==> src/rtl/dac_mix_pkg.sv <==
// Shared types and constants for the frame mixer: FSM encoding, sample width
// and the signed 16-bit saturation limits.
package dac_mix_pkg;

  localparam int unsigned SAMPLE_W = 16;

  localparam logic [SAMPLE_W-1:0] SAT_MAX = 16'h7FFF;
  localparam logic [SAMPLE_W-1:0] SAT_MIN = 16'h8000;

  typedef enum logic [1:0] {
    IDLE = 2'd0,
    REQ  = 2'd1,
    SAT  = 2'd2
  } mix_state_t;

endpackage : dac_mix_pkg

==> src/rtl/dac_mix_sat.sv <==
// Combinational signed saturator: clamps an ACCW-bit accumulator into the
// signed 16-bit sample range.
module dac_mix_sat
  import dac_mix_pkg::*;
#(
  parameter int unsigned ACCW = 18
) (
  input  logic signed [ACCW-1:0]     acc,
  output logic        [SAMPLE_W-1:0] result_c
);

  localparam int unsigned HI_W = ACCW - SAMPLE_W + 1;

  logic [HI_W-1:0] hi;

  // The value fits when every bit from the sample sign bit upwards agrees.
  always_comb begin
    hi       = acc[ACCW-1:SAMPLE_W-1];
    result_c = acc[SAMPLE_W-1:0];
    if ((|hi) && !(&hi)) begin
      result_c = acc[ACCW-1] ? SAT_MIN : SAT_MAX;
    end
  end

endmodule : dac_mix_sat

==> src/rtl/dac_mixer.sv <==
// Per-frame voice scheduler and stereo mixer: polls enabled voices after each
// next pulse, accumulates, saturates, and presents the mix one frame later.
module dac_mixer
  import dac_mix_pkg::*;
#(
  parameter int unsigned NVOICE = 4
) (
  input  logic                clk,
  input  logic                reset,
  input  logic                next,
  input  logic [NVOICE-1:0]   voice_en,
  output logic [NVOICE-1:0]   rd_req,
  input  logic [NVOICE-1:0]   rd_ack,
  input  logic [SAMPLE_W-1:0] voice_l,
  input  logic [SAMPLE_W-1:0] voice_r,
  output logic [SAMPLE_W-1:0] sample_l,
  output logic [SAMPLE_W-1:0] sample_r,
  output logic                underrun,
  input  logic                clr_underrun
);

  localparam int unsigned ACCW  = SAMPLE_W + $clog2(NVOICE);
  localparam int unsigned EXT_W = ACCW - SAMPLE_W;
  localparam int unsigned IDX_W = (NVOICE > 1) ? $clog2(NVOICE) : 1;
  localparam logic [IDX_W-1:0] IDX_LAST = IDX_W'(NVOICE - 1);

  mix_state_t               state, state_nxt;
  logic [IDX_W-1:0]         idx, idx_nxt;
  logic signed [ACCW-1:0]   acc_l, acc_l_nxt;
  logic signed [ACCW-1:0]   acc_r, acc_r_nxt;
  logic [SAMPLE_W-1:0]      pend_l, pend_l_nxt;
  logic [SAMPLE_W-1:0]      pend_r, pend_r_nxt;
  logic [SAMPLE_W-1:0]      sample_l_nxt, sample_r_nxt;
  logic                     underrun_nxt;
  logic [SAMPLE_W-1:0]      sat_l_c, sat_r_c;
  logic signed [ACCW-1:0]   ext_l, ext_r;

  assign ext_l = {{EXT_W{voice_l[SAMPLE_W-1]}}, voice_l};
  assign ext_r = {{EXT_W{voice_r[SAMPLE_W-1]}}, voice_r};

  dac_mix_sat #(.ACCW(ACCW)) u_sat_l (.acc(acc_l), .result_c(sat_l_c));
  dac_mix_sat #(.ACCW(ACCW)) u_sat_r (.acc(acc_r), .result_c(sat_r_c));

  // Request is decoded from registered state so it is stable within a cycle.
  always_comb begin
    rd_req = '0;
    if (state == REQ && voice_en[idx]) begin
      rd_req = NVOICE'(1) << idx;
    end
  end

  // Next-state logic; next overrides everything and restarts the frame.
  always_comb begin
    state_nxt    = state;
    idx_nxt      = idx;
    acc_l_nxt    = acc_l;
    acc_r_nxt    = acc_r;
    pend_l_nxt   = pend_l;
    pend_r_nxt   = pend_r;
    sample_l_nxt = sample_l;
    sample_r_nxt = sample_r;
    underrun_nxt = underrun;

    if (clr_underrun) begin
      underrun_nxt = 1'b0;
    end

    if (next) begin
      sample_l_nxt = pend_l;
      sample_r_nxt = pend_r;
      acc_l_nxt    = '0;
      acc_r_nxt    = '0;
      idx_nxt      = '0;
      state_nxt    = REQ;
      if (state != IDLE) begin
        underrun_nxt = 1'b1;
      end
    end else begin
      case (state)
        REQ: begin
          if (!voice_en[idx] || rd_ack[idx]) begin
            if (voice_en[idx]) begin
              acc_l_nxt = acc_l + ext_l;
              acc_r_nxt = acc_r + ext_r;
            end
            if (idx == IDX_LAST) begin
              state_nxt = SAT;
            end else begin
              idx_nxt = idx + IDX_W'(1);
            end
          end
        end
        SAT: begin
          pend_l_nxt = sat_l_c;
          pend_r_nxt = sat_r_c;
          state_nxt  = IDLE;
        end
        default: begin
          state_nxt = IDLE;
        end
      endcase
    end
  end

  always_ff @(posedge clk) begin
    if (reset) begin
      state    <= IDLE;
      idx      <= '0;
      acc_l    <= '0;
      acc_r    <= '0;
      pend_l   <= '0;
      pend_r   <= '0;
      sample_l <= '0;
      sample_r <= '0;
      underrun <= 1'b0;
    end else begin
      state    <= state_nxt;
      idx      <= idx_nxt;
      acc_l    <= acc_l_nxt;
      acc_r    <= acc_r_nxt;
      pend_l   <= pend_l_nxt;
      pend_r   <= pend_r_nxt;
      sample_l <= sample_l_nxt;
      sample_r <= sample_r_nxt;
      underrun <= underrun_nxt;
    end
  end

endmodule : dac_mixer

==> config.mk <==
export PLATFORM = sky130hd
export DESIGN_NAME = dac_mixer
export DESIGN_NICKNAME = d
export VERILOG_FILES = /design/src/rtl/dac_mix_pkg.sv /design/src/rtl/dac_mix_sat.sv /design/src/rtl/dac_mixer.sv
export SDC_FILE = /design/constraint.sdc
export NUM_CORES = 1
export LEC_CHECK = 0
export CORE_UTILIZATION = 50
export DETAILED_ROUTE_END_ITERATION = 10
export PLACE_DENSITY = 0.74
export SETUP_SLACK_MARGIN = 0.5
export SKIP_LAST_GASP = 1
export SLEW_MARGIN = 20
export SYNTH_ARGS = -nofsm -noshare
export SYNTH_HDL_FRONTEND = slang
export SYNTH_SLANG_ARGS = --single-unit
export TNS_END_PERCENT = 50
==> constraint.sdc <==
create_clock -name clk -period 3.6 [get_ports clk]
set_input_delay 1.08 -clock clk [delete_from_list [all_inputs] [get_ports clk]]
set_output_delay 1.08 -clock clk [all_outputs]
set_load 0.05 [all_outputs]
# == Word level (Yosys, flattened, before mapping) ==
# Index checks and enable logic that the tools add are counted.
# totals
word_cells,58
output_inout_bits,37
in_bits,44
register_bits,105
# classes
mux,16
reduce_logical,19
add_sub_neg,3
n_shift,1
n_lt_le_gt_ge,1
eq_ne,5
bitwise_logic,3
# ops
op,n
$mux W16,4
$add A18 B16 Y18,2
$reduce_and A3 Y1,4
$mux W1,9
$reduce_or A3 Y1,3
$ne A3 B2 Y1 const B,2
$reduce_and A2 Y1,3
$bmux W1 S2,2
$eq A2 B2 Y1 const B,2
$mux W4,1
$shl A1 B2 Y4 const A,1
$logic_and A1 B1 Y1,3
$logic_not A1 Y1,3
$lt A2 B3 Y1 const B,1
$not A1 Y1,3
$add A2 B1 Y2 const B,1
$eq A2 B1 Y1 const B,1
$reduce_bool A2 Y1,1
$reduce_or A2 Y1,1
$logic_or A1 B1 Y1,1

# == Longest topological paths before layout ==
# Gate-level depths: netlist (run 1).
# logic_depth
ltp_word,7
ltp_mapped,10
ltp_nobuf,10

# == By module ==
# From an unflattened synthesis (run 1), not the netlist that was laid out.
# unflattened
cells_unflattened,795
hier_area_um2,6322.3
# by_module_without_submodules
module,area_per_inst_um2,n_inst,cells_each
dac_mixer,5681.7,1,687
dac_mix_sat,320.3,2,54

# == Least setup slack after synthesis (run 1) ==
# No wires, ideal clock.
# synth_timing
kind,input to output
from,input port voice_en[3]
to,output port rd_req[0]
cell_stages,2
arrival_ns,1.989
setup_slack_ns,0.531
required_time_ns,2.520
n_path_buf,0
cell_sequence,mux4_2 > and3_1
# synth_between
elab_chain_len,4
# synth_lines
element,line,rtl
"start, declared",dac_mixer.sv:11,"input logic [NVOICE-1:0] voice_en,"
$bmux W1 S2,dac_mixer.sv:47,if (state == REQ && voice_en[idx]) begin
$mux W1 (implied by the code),dac_mixer.sv:47,
$logic_and A1 B1 Y1,dac_mixer.sv:47,
$mux W4,dac_mixer.sv:47,
"end, declared",dac_mixer.sv:12,"output logic [NVOICE-1:0] rd_req,"
# Every way passes these cells. The select of a mux whose other input is x is not followed.

# == Final worst setup path (run 1) ==
# layout_timing
from,input port voice_en[3]
to,output port rd_req[3]
# The elaborated chain is that of the path after synthesis.

==> results of run 1 <==
-- power groups by stage --
stage	Combinational [mW]	Sequential (mW)	Clock [mW]
final	0.269	1.18	1.02
after global routing	0.293	1.18	1.08
after CTS	0.259	1.18	1.04
after detailed placement	0.255	1.20	0
after global placement	0.249	1.20	0
after floorplan	0.166	1.20	0
-- area by class of cell --
| cell class | count | area share (%) |
|---|---|---|
| multi-input combinational | 531 | 50.1 |
| clock inverter | 7 | 1.14 |
| tap | 140 | 2.42 |
| clock buffer | 9 | 3.11 |
| inverter | 15 | 0.779 |
| timing repair buffer | 101 | 13.4 |
| sequential | 105 | 29.1 |
-- path summary, 6_finish.rpt --
path / startpoint / to / depth (start not counted) / slack [ps]
hold / removal: pend_r[11] / pend_r[11] / 2 / 460
hold reg to reg: pend_r[11] / pend_r[11] / 2 / 460
setup / recovery: voice_en[3] / rd_req[3] / 4 / 490
setup reg to reg: acc_l[0] / acc_l[12] / 11 / 1110
-- routing by layer --
metal  GRT usage [%]  vias up
met4            8.38        0
met1            34.3     2429
met3            3.68       25
met2            38.0      163
li1                -     2644
met5               0        -
-- sequential cells by signal, summed over array words and instances (netlist names) --
| name | flops |
|---|---|
| state | 2 |
| underrun | 1 |
| acc_r | 18 |
| pend_r | 16 |
| pend_l | 16 |
| sample_r | 16 |
| idx | 2 |
| sample_l | 16 |
| acc_l | 18 |
-- worst reg2reg max path: stages, from the launching register on --
cell      delay [ps]
dfxtp_1          380
ha_2             200
inv_1             50
fa_2             320
and2b_1          240
o21ai_2           90
a21boi_2         160
o31a_1           150
buf_4            130
a31oi_4           80
or4_1            530
nand3_1           90
-- what timing repair did --
action / CTS / global route
pin swaps: 14 / 11
resized for setup: 36 / 21
setup buffers: 3 / 4
endpoints found under the setup margin: 13 / 15
-- cells in the final DEF, fill, tap and decap left out, types with 5 or more instances in the layout --
cell	instances
a211oi_1	9
a21o_1	15
a21oi_1	77
a31oi_1	5
and2_1	5
and3_1	7
and3_4	5
buf_2	5
buf_4	20
clkbuf_16	9
clkdlybuf4s50_1	63
dfxtp_1	105
dlymetal6s2s_1	5
ha_1	30
inv_1	15
mux2i_1	37
nand2_1	59
nand3_1	23
nand4_1	9
nor2_1	83
nor2b_1	6
nor3_1	31
nor4_1	7
o211ai_1	11
o21ai_0	9
o21ai_1	9
or3_1	10
xnor2_1	9
xor2_1	5
-- per-stage QoR --
stage	cell area, µm²	util, %	std cells
2_1_floorplan	5800	-	693
3_3_place_gp	6680	60.3	885
3_5_place_dp	6680	60.3	885
4_1_cts	7070	63.9	904
5_1_grt	7230	65.3	908
6_report	7230	65.3	908
-- cell families after synthesis --
logic type                 Yosys count  synth area share (%)
and+or+nand+nor                    267                  22.2
DFF                                105                  36.2
adders and majority gates           40                  8.88
buffers and inverters               57                  4.36
xor gates and xnor gates            14                  2.11
AOI/OAI and AO/OA                  171                  19.0
muxes                               39                  7.16
==> flow_summary_export.csv, run 1 <==
group,metric,value,unit
drt,wl_per_cell,15.8,µm
worst_setup_path,path_cells,"buf_6, mux4_2, and3_4, buf_8",
logic_synthesis,synth_cell_types,66,
sta,timing.hold.ws,457,ps
global_routing,grt_pass1_wl,23200,µm
pwr,seqPwrFrac,47.7,%
pwr,combPwrFrac,10.9,%
clock_network,cts_tree,"yes",
floorplan,die-area,12000,µm²
sta,max_clock_freq,322,MHz
worst_setup_path,crit_slowest_cell,"mux4_2",
sta,setup_slack,495,ps
floorplan,die_w,110,µm
place,port_buffers,80,
sta,skew,9.94,ps
global_routing,grt_max_degree,68,
drt,via_per_inst,5.79,
worst_setup_path,arrival,2030,ps
clock_network,cts_buffers,9,
final_layout,regArea,2100,µm²
logic_synthesis,synth_common_cells,"dfxtp_1 (105), nor2_1 (83), a21oi_1 (78)",
logic_synthesis,synth_area,5800,µm²
place,place_congestion,0.920,
logic_synthesis,synth_top_area_share,36.2,%
drt,met1Wirelength,6800,µm
floorplan,initial_core_util,52.4,%
sta,finalSetupViolCount,0,
logic_synthesis,syn_nets,777,
logic_synthesis,synth_edf_count,0,
logic_synthesis,syn_avg_cell_area,8.37,µm²
logic_synthesis,yosysWarnings,0,
worst_setup_path,cp-start-kind,"input pin",
logic_synthesis,syn_inst,693,
drt,vias,5261,
floorplan,die_y,110,µm
final_layout,antenna_cells,0,
sta,fin_setup_tns,0,ps
worst_setup_path,critPathTopFamily,"multiplexers",
pwr,clockPowerShare,41.4,%
clock_network,ctsHoldBuffers,0,
worst_setup_path,worst-path-buf-inv,2,
logic_synthesis,synth_ff_type,"dfxtp_1",
final_layout,drive_above_1_share,11.1,%
sta,slew_headroom,57.1,%
global_routing,grt_use_total,24.4,%
drt,dr_wl_met3,707,µm
sta,rsz0062_at_grt,"yes",
run_status,status,"finished clean",
final_layout,synthToLayoutAreaGrowth,24.6,%
drt,dr.pass1.iters,5,
final_layout,multiInputGateArea,3620,µm²
final_layout,fillCellCount,955,
logic_synthesis,async_reset_ff_share,0,%
drt,antenna_left,0,
place,pre_cts_slack,-73.5,ps
worst_setup_path,required,2520,ps
sta,fin_crit_sh,86.3,%
logic_synthesis,synth-seq-cells,105,
global_routing,antenna_found_initial,0,
drt,drtIter0Drc,363,
place,hpwlAfterDp,10200,µm
floorplan,num_rows,38,
clock_network,cts.path.max_buffers,2,
drt,wl_met2,6510,µm
logic_synthesis,ys_top_cells_by_area,"dfxtp_1 (36%), ha_1 (8.2%), a21oi_1 (6.7%)",
worst_setup_path,cp-end-kind,"output port",
final_layout,fin_nets,847,
worst_setup_path,path_max_fanout,5,
clock_network,insertion_delay,350,ps
min_path,hp-class,"register to register",
clock_network,clock-sinks,105,
floorplan,core_area,11100,µm²
worst_setup_path,critPathKind,"input pin to output port",
pwr,internal_power,1.84,mW
logic_synthesis,synth_top_area_cell,"dfxtp_1",
global_routing,grt_pass1_vias,4837,
pwr,finalPower,2.47,mW
pwr,p_leak,2.90,nW
sta,period_minus_slack,3110,ps
sta,slew_viol_final,0,
logic_synthesis,synth.most_common_cell,"dfxtp_1",
sta,worst_pin_slew,643,ps
drt,drc,0,
pwr,powerDensity,341,nW/µm²
pwr,power.share.switching,25.5,%
clock_network,htreeDepth,3,
logic_synthesis,synth-seq-area-share,36.2,%
floorplan,io_pins,81,
drt,topRoutingLayerUsed,"met4",
global_routing,overflow,0,
pwr,peakVddDrop,256,µV
clock_network,clkTransAtPathRegs,70,ps
pwr,switchingPower,630,µW
sta,final_hold_viol_count,0,
run,maxCapViolations,0,
worst_setup_path,max_stage_delay,530,ps
drt,wirelength,14400,µm
clock_network,cts_root_buf,"clkbuf_16",
No activity file was read; power rests on OpenSTA's default activity.
==> run 2, diff against run 1 <==
--- a/config.mk
+++ b/config.mk
@@ -5,6 +5,7 @@
 export SDC_FILE = /design/constraint.sdc
 export NUM_CORES = 1
 export LEC_CHECK = 0
+export CORE_ASPECT_RATIO = 1.75
 export CORE_UTILIZATION = 50
 export DETAILED_ROUTE_END_ITERATION = 10
 export PLACE_DENSITY = 0.74
==> flow_summary_export.csv, run 2 (synthesis gave the netlist of run 1 again) <==
group,metric,value,unit
run_status,status,"finished clean",
floorplan,die_w,83.4,µm
clock_network,clock-sinks,105,
drt,vias,5275,
worst_setup_path,path_cells,"buf_2, mux4_2, and3_4, buf_6",
final_layout,synthToLayoutAreaGrowth,23.4,%
worst_setup_path,arrival,2020,ps
min_path,hp-start,"pend_l[15]",
pwr,power.share.switching,26.3,%
final_layout,final_common_cell,"dfxtp_1",
clock_network,clkTransAtPathRegs,70,ps
clock_network,cts_tree,"yes",
place,port_buffers,80,
floorplan,initial_core_util,51.7,%
sta,fin_crit_sh,86.1,%
pwr,internal_power,1.77,mW
sta,skew,11.3,ps
final_layout,biggestRegsByFlops,"acc_l x18, acc_r x18",
global_routing,antenna_found_initial,0,
floorplan,die-area,12100,µm²
global_routing,grt_use_total,24.0,%
drt,wl_per_cell,16.0,µm
pwr,combPwrFrac,11.3,%
worst_setup_path,path_max_fanout,5,
global_routing,overflow,0,
worst_setup_path,cp-start-kind,"input pin",
sta,finalSetupViolCount,0,
sta,max_clock_freq,323,MHz
pwr,peakVddDrop,326,µV
worst_setup_path,worst_r2r_startpoint,"acc_l[0]",
worst_setup_path,required,2520,ps
sta,slew_headroom,49.0,%
global_routing,grt_pass1_wl,23400,µm
final_layout,fin_nets,846,
drt,via_per_inst,5.87,
worst_setup_path,critPathLaunch,"voice_en[2]",
sta,final_hold_viol_count,0,
final_layout,antenna_cells,0,
floorplan,core_area,11200,µm²
pwr,clockPowerShare,39.8,%
pwr,switchingPower,632,µW
clock_network,ctsHoldBuffers,0,
floorplan,num_rows,51,
floorplan,die_y,145,µm
sta,rsz0062_at_grt,"yes",
drt,drc,0,
clock_network,insertion_delay,350,ps
sta,fin_setup_tns,0,ps
final_layout,drive_above_1_share,11.0,%
worst_setup_path,worst-path-buf-inv,2,
pwr,seqPwrFrac,48.9,%
clock_network,htreeDepth,3,
clock_network,cts_buffers,9,
clock_network,cts_root_buf,"clkbuf_16",
worst_setup_path,max_stage_delay,510,ps
final_layout,regArea,2100,µm²
worst_setup_path,critPathTopFamily,"multiplexers",
place,hpwlAfterDp,10400,µm
final_layout,multiInputGateArea,3600,µm²
global_routing,grt_pass1_vias,5057,
worst_setup_path,critPathKind,"input pin to output port",
floorplan,io_pins,81,
sta,worst_pin_slew,764,ps
drt,wirelength,14400,µm
min_path,hp-class,"register to register",
worst_setup_path,crit_slowest_cell,"mux4_2",
global_routing,grt_max_degree,68,
pwr,p_leak,2.88,nW
drt,antenna_left,0,
worst_setup_path,cp-end-kind,"output port",
final_layout,final_cell_mix,"dfxtp_1 (105), nor2_1 (83), a21oi_1 (78)",
sta,slew_viol_final,0,
pwr,powerDensity,336,nW/µm²
sta,period_minus_slack,3100,ps
final_layout,fillCellCount,952,
drt,dr.pass1.iters,4,
run,maxCapViolations,0,
pwr,finalPower,2.41,mW
place,place_congestion,0.904,
clock_network,cts.path.max_buffers,2,
sta,timing.hold.ws,456,ps
drt,drtIter0Drc,211,
[run 2: per-layer routing]
metal  GRT usage (%)  wire length, µm
met1            27.8             6020
met2            43.1             7280
met3            3.25              481
met4            12.6              589
met5               0                0
[run 2: power groups by stage]
| stage | Combinational (mW) | Sequential, mW | Clock, mW |
|---|---|---|---|
| floorplan | 0.166 | 1.20 | 0 |
| global placement | 0.251 | 1.20 | 0 |
| detailed placement | 0.258 | 1.20 | 0 |
| CTS | 0.264 | 1.18 | 0.976 |
| global route | 0.294 | 1.18 | 1.02 |
| finish | 0.271 | 1.18 | 0.958 |
[run 2: tightest hold or removal path, delay by kind of cell, from the launching register on]
| kind | cells | cell delay [ps] |
|---|---|---|
| AOI/OAI and AO/OA | 1 | 50 |
| DFF | 1 | 310 |
| and+or+nand+nor | 1 | 50 |
[run 2: cell type report]
cell class | count | area share [%]
Clock buffer | 10 | 3.20
Inverter | 15 | 0.786
Sequential cell | 105 | 29.4
Tap cell | 132 | 2.31
Multi-Input combinational cell | 531 | 50.3
Timing Repair Buffer | 100 | 13.2
Clock inverter | 6 | 0.804
[run 2: final timing paths]
| path | depth (start not counted) | slack [ps] | to |
|---|---|---|---|
| max | 4 | 500 | rd_req[2] |
| min | 2 | 460 | pend_l[15] |
| max reg2reg | 11 | 1120 | acc_l[12] |
| min reg2reg | 2 | 460 | pend_l[15] |
[run 2: repair_timing]
| action | CTS | global route |
|---|---|---|
| gates resized for setup | 39 | 20 |
| endpoints found under the setup margin | 16 | 17 |
| pin swaps | 17 | 14 |
| setup buffers | 5 | 1 |
[run 2: stage by stage]
step	util (%)	cell area (µm²)	worst slack, ps	std cells
floorplan	-	5800	531	693
global placement	59.3	6660	41.6	877
detailed placement	59.3	6660	-43.4	877
CTS	62.9	7060	473	898
global route	63.7	7160	479	899
finish	63.7	7160	502	899
==> run 3, diff against run 2 <==
--- a/config.mk
+++ b/config.mk
@@ -8,7 +8,7 @@
 export CORE_ASPECT_RATIO = 1.75
 export CORE_UTILIZATION = 50
 export DETAILED_ROUTE_END_ITERATION = 10
-export PLACE_DENSITY = 0.74
+export DONT_BUFFER_PORTS = 1
 export SETUP_SLACK_MARGIN = 0.5
 export SKIP_LAST_GASP = 1
 export SLEW_MARGIN = 20
==> constraint.sdc (replaced) <==
create_clock -name clk -period 3.2 [get_ports clk]
set_input_delay 0.96 -clock clk [delete_from_list [all_inputs] [get_ports clk]]
set_output_delay 0.96 -clock clk [all_outputs]
set_load 0.05 [all_outputs]
==> flow_summary_export.csv, run 3 (synthesis gave the netlist of run 1 again) <==
group,metric,value,unit
floorplan,io_pins,81,
worst_setup_path,path_max_fanout,5,
final_layout,drive_above_1_share,7.26,%
drt,drtIter0Drc,171,
floorplan,initial_core_util,51.7,%
drt,wl_per_cell,16.5,µm
sta,skew,11.4,ps
sta,timing.hold.ws,451,ps
worst_setup_path,max_stage_delay,510,ps
global_routing,grt.busiest_layer,"met2",
final_layout,synthToLayoutAreaGrowth,6.86,%
worst_setup_path,crit_slowest_cell,"mux4_2",
clock_network,clock-sinks,105,
clock_network,cts.path.max_buffers,2,
worst_setup_path,arrival,1710,ps
global_routing,grtUsageMet1,28.4,%
sta,max_clock_freq,375,MHz
worst_setup_path,critPathTopFamily,"multiplexers",
place,hpwlAfterDp,9660,µm
drt,antenna_left,0,
floorplan,die-area,12100,µm²
global_routing,grt_pass1_vias,4543,
floorplan,die_w,83.4,µm
final_layout,fin_nets,754,
sta,rsz0062_at_grt,"yes",
global_routing,use_met3,4.11,%
floorplan,core_area,11200,µm²
worst_setup_path,worst-path-buf-inv,0,
pwr,p_leak,2.48,nW
global_routing,overflow,0,
floorplan,num_rows,51,
drt,via_per_inst,5.89,
global_routing,antenna_found_initial,0,
pwr,powerDensity,423,nW/µm²
worst_setup_path,path_cells,"mux4_2, and3_4",
worst_setup_path,worst_r2r_startpoint,"acc_l[0]",
final_layout,final_cell_mix,"dfxtp_1 (105), nor2_1 (83), a21oi_1 (78)",
worst_setup_path,required,2240,ps
min_path,hp-start,"pend_r[11]",
clock_network,insertion_delay,350,ps
worst_setup_path,rr_worst_depth,10,
drt,wirelength,13300,µm
clock_network,cts_tree,"yes",
sta,slew_headroom,37.4,%
place,place_congestion,0.921,
sta,period_minus_slack,2670,ps
run,maxCapViolations,0,
sta,slew_viol_final,0,
worst_setup_path,cp-start-kind,"input pin",
global_routing,grt_max_degree,69,
global_routing,grt_use_total,22.3,%
worst_setup_path,cp-end-kind,"output port",
final_layout,final_common_cell,"dfxtp_1",
sta,fin_setup_tns,0,ps
min_path,min_to,"pend_r[11]",
place,port_buffers,0,
floorplan,die_y,145,µm
clock_network,clkTransAtPathRegs,70,ps
worst_setup_path,ff2ff_setup_slack,710,ps
clock_network,cts_buffers,9,
sta,worst_pin_slew,939,ps
clock_network,cts_root_buf,"clkbuf_16",
final_layout,biggestRegsByFlops,"acc_l x18, acc_r x18",
drt,dr.pass1.iters,4,
worst_setup_path,reg2reg_to,"acc_l[12]",
sta,finalSetupViolCount,0,
min_path,worst_hold_path.num_cells,2,
global_routing,use_met2,38.2,%
global_routing,grt_pass1_wl,22200,µm
run_status,status,"finished clean",
worst_setup_path,critPathKind,"input pin to output port",
pwr,peakVddDrop,358,µV
final_layout,antenna_cells,0,
min_path,hp-class,"register to register",
sta,fin_crit_sh,83.4,%
clock_network,htreeDepth,3,
drt,vias,4752,
drt,drc,0,
sta,final_hold_viol_count,0,
==> run 3: changes by cell type in the layout (fill, tap and decap cells not counted), sizes merged <==
cell / before / now
buf: 30 / 8
clkbuf: 11 / 10
clkdlybuf4s50: 64 / 0
clkinv: 1 / 5
dlygate4sd2: 1 / 0
dlymetal6s2s: 4 / 0
inv: 20 / 16
==> run 3: cell type report <==
| cell class | instances | area, µm² |
|---|---|---|
| Fill cell | 1076 | 5030 |
| Multi-Input combinational cell | 531 | 3520 |
| Sequential cell | 105 | 2100 |
| Clock buffer | 10 | 239 |
| Tap cell | 132 | 165 |
| Clock inverter | 6 | 62.6 |
| Timing Repair Buffer | 8 | 60.1 |
| Inverter | 15 | 56.3 |
==> run 3: metrics by stage <==
| step | setup slack, ps | utilization [%] | instances | total power, mW | area [µm²] |
|---|---|---|---|---|---|
| final | 531 | 55.2 | 807 | 2.62 | 6200 |
| after global routing | 452 | 55.2 | 807 | 2.72 | 6200 |
| after CTS | 526 | 54.9 | 806 | 2.65 | 6160 |
| after detailed placement | 185 | 52.0 | 789 | 1.56 | 5840 |
| after global placement | 233 | 52.0 | 789 | 1.55 | 5840 |
| after floorplan | 398 | - | 693 | 1.54 | 5830 |
==> run 3: metal layers <==
layer / share of wire [%] / vias up
met3: 3.6 / 16
li1: - / 2468
met5: 0 / -
met1: 46 / 2184
met2: 49 / 84
met4: 1.7 / 0
==> run 3: power by group <==
part | switching [mW] | internal, mW | total [mW]
sequential | 0.0118 | 1.31 | 1.33
combinational | 0.124 | 0.0806 | 0.205
clock | 0.523 | 0.567 | 1.09
==> run 3: how the worst max path moves through the flow <==
stage                startpoint        end  cells past startpoint
global placement     voice_r[0]  acc_r[10]                      9
finish              voice_en[3]  rd_req[3]                      2
CTS                 voice_en[3]  rd_req[3]                      2
global route         voice_r[6]  acc_r[13]                      8
floorplan            voice_l[0]  acc_l[12]                     10
detailed placement   voice_l[0]  acc_l[12]                     10
==> run 3: repair_timing <==
item / in CTS / in global routing
pin swaps: 3 / 3
hold buffers: 0 / 0
resized for setup: 2 / 8
buffers inserted: 1 / 1
endpoints found under the setup margin: 4 / 13
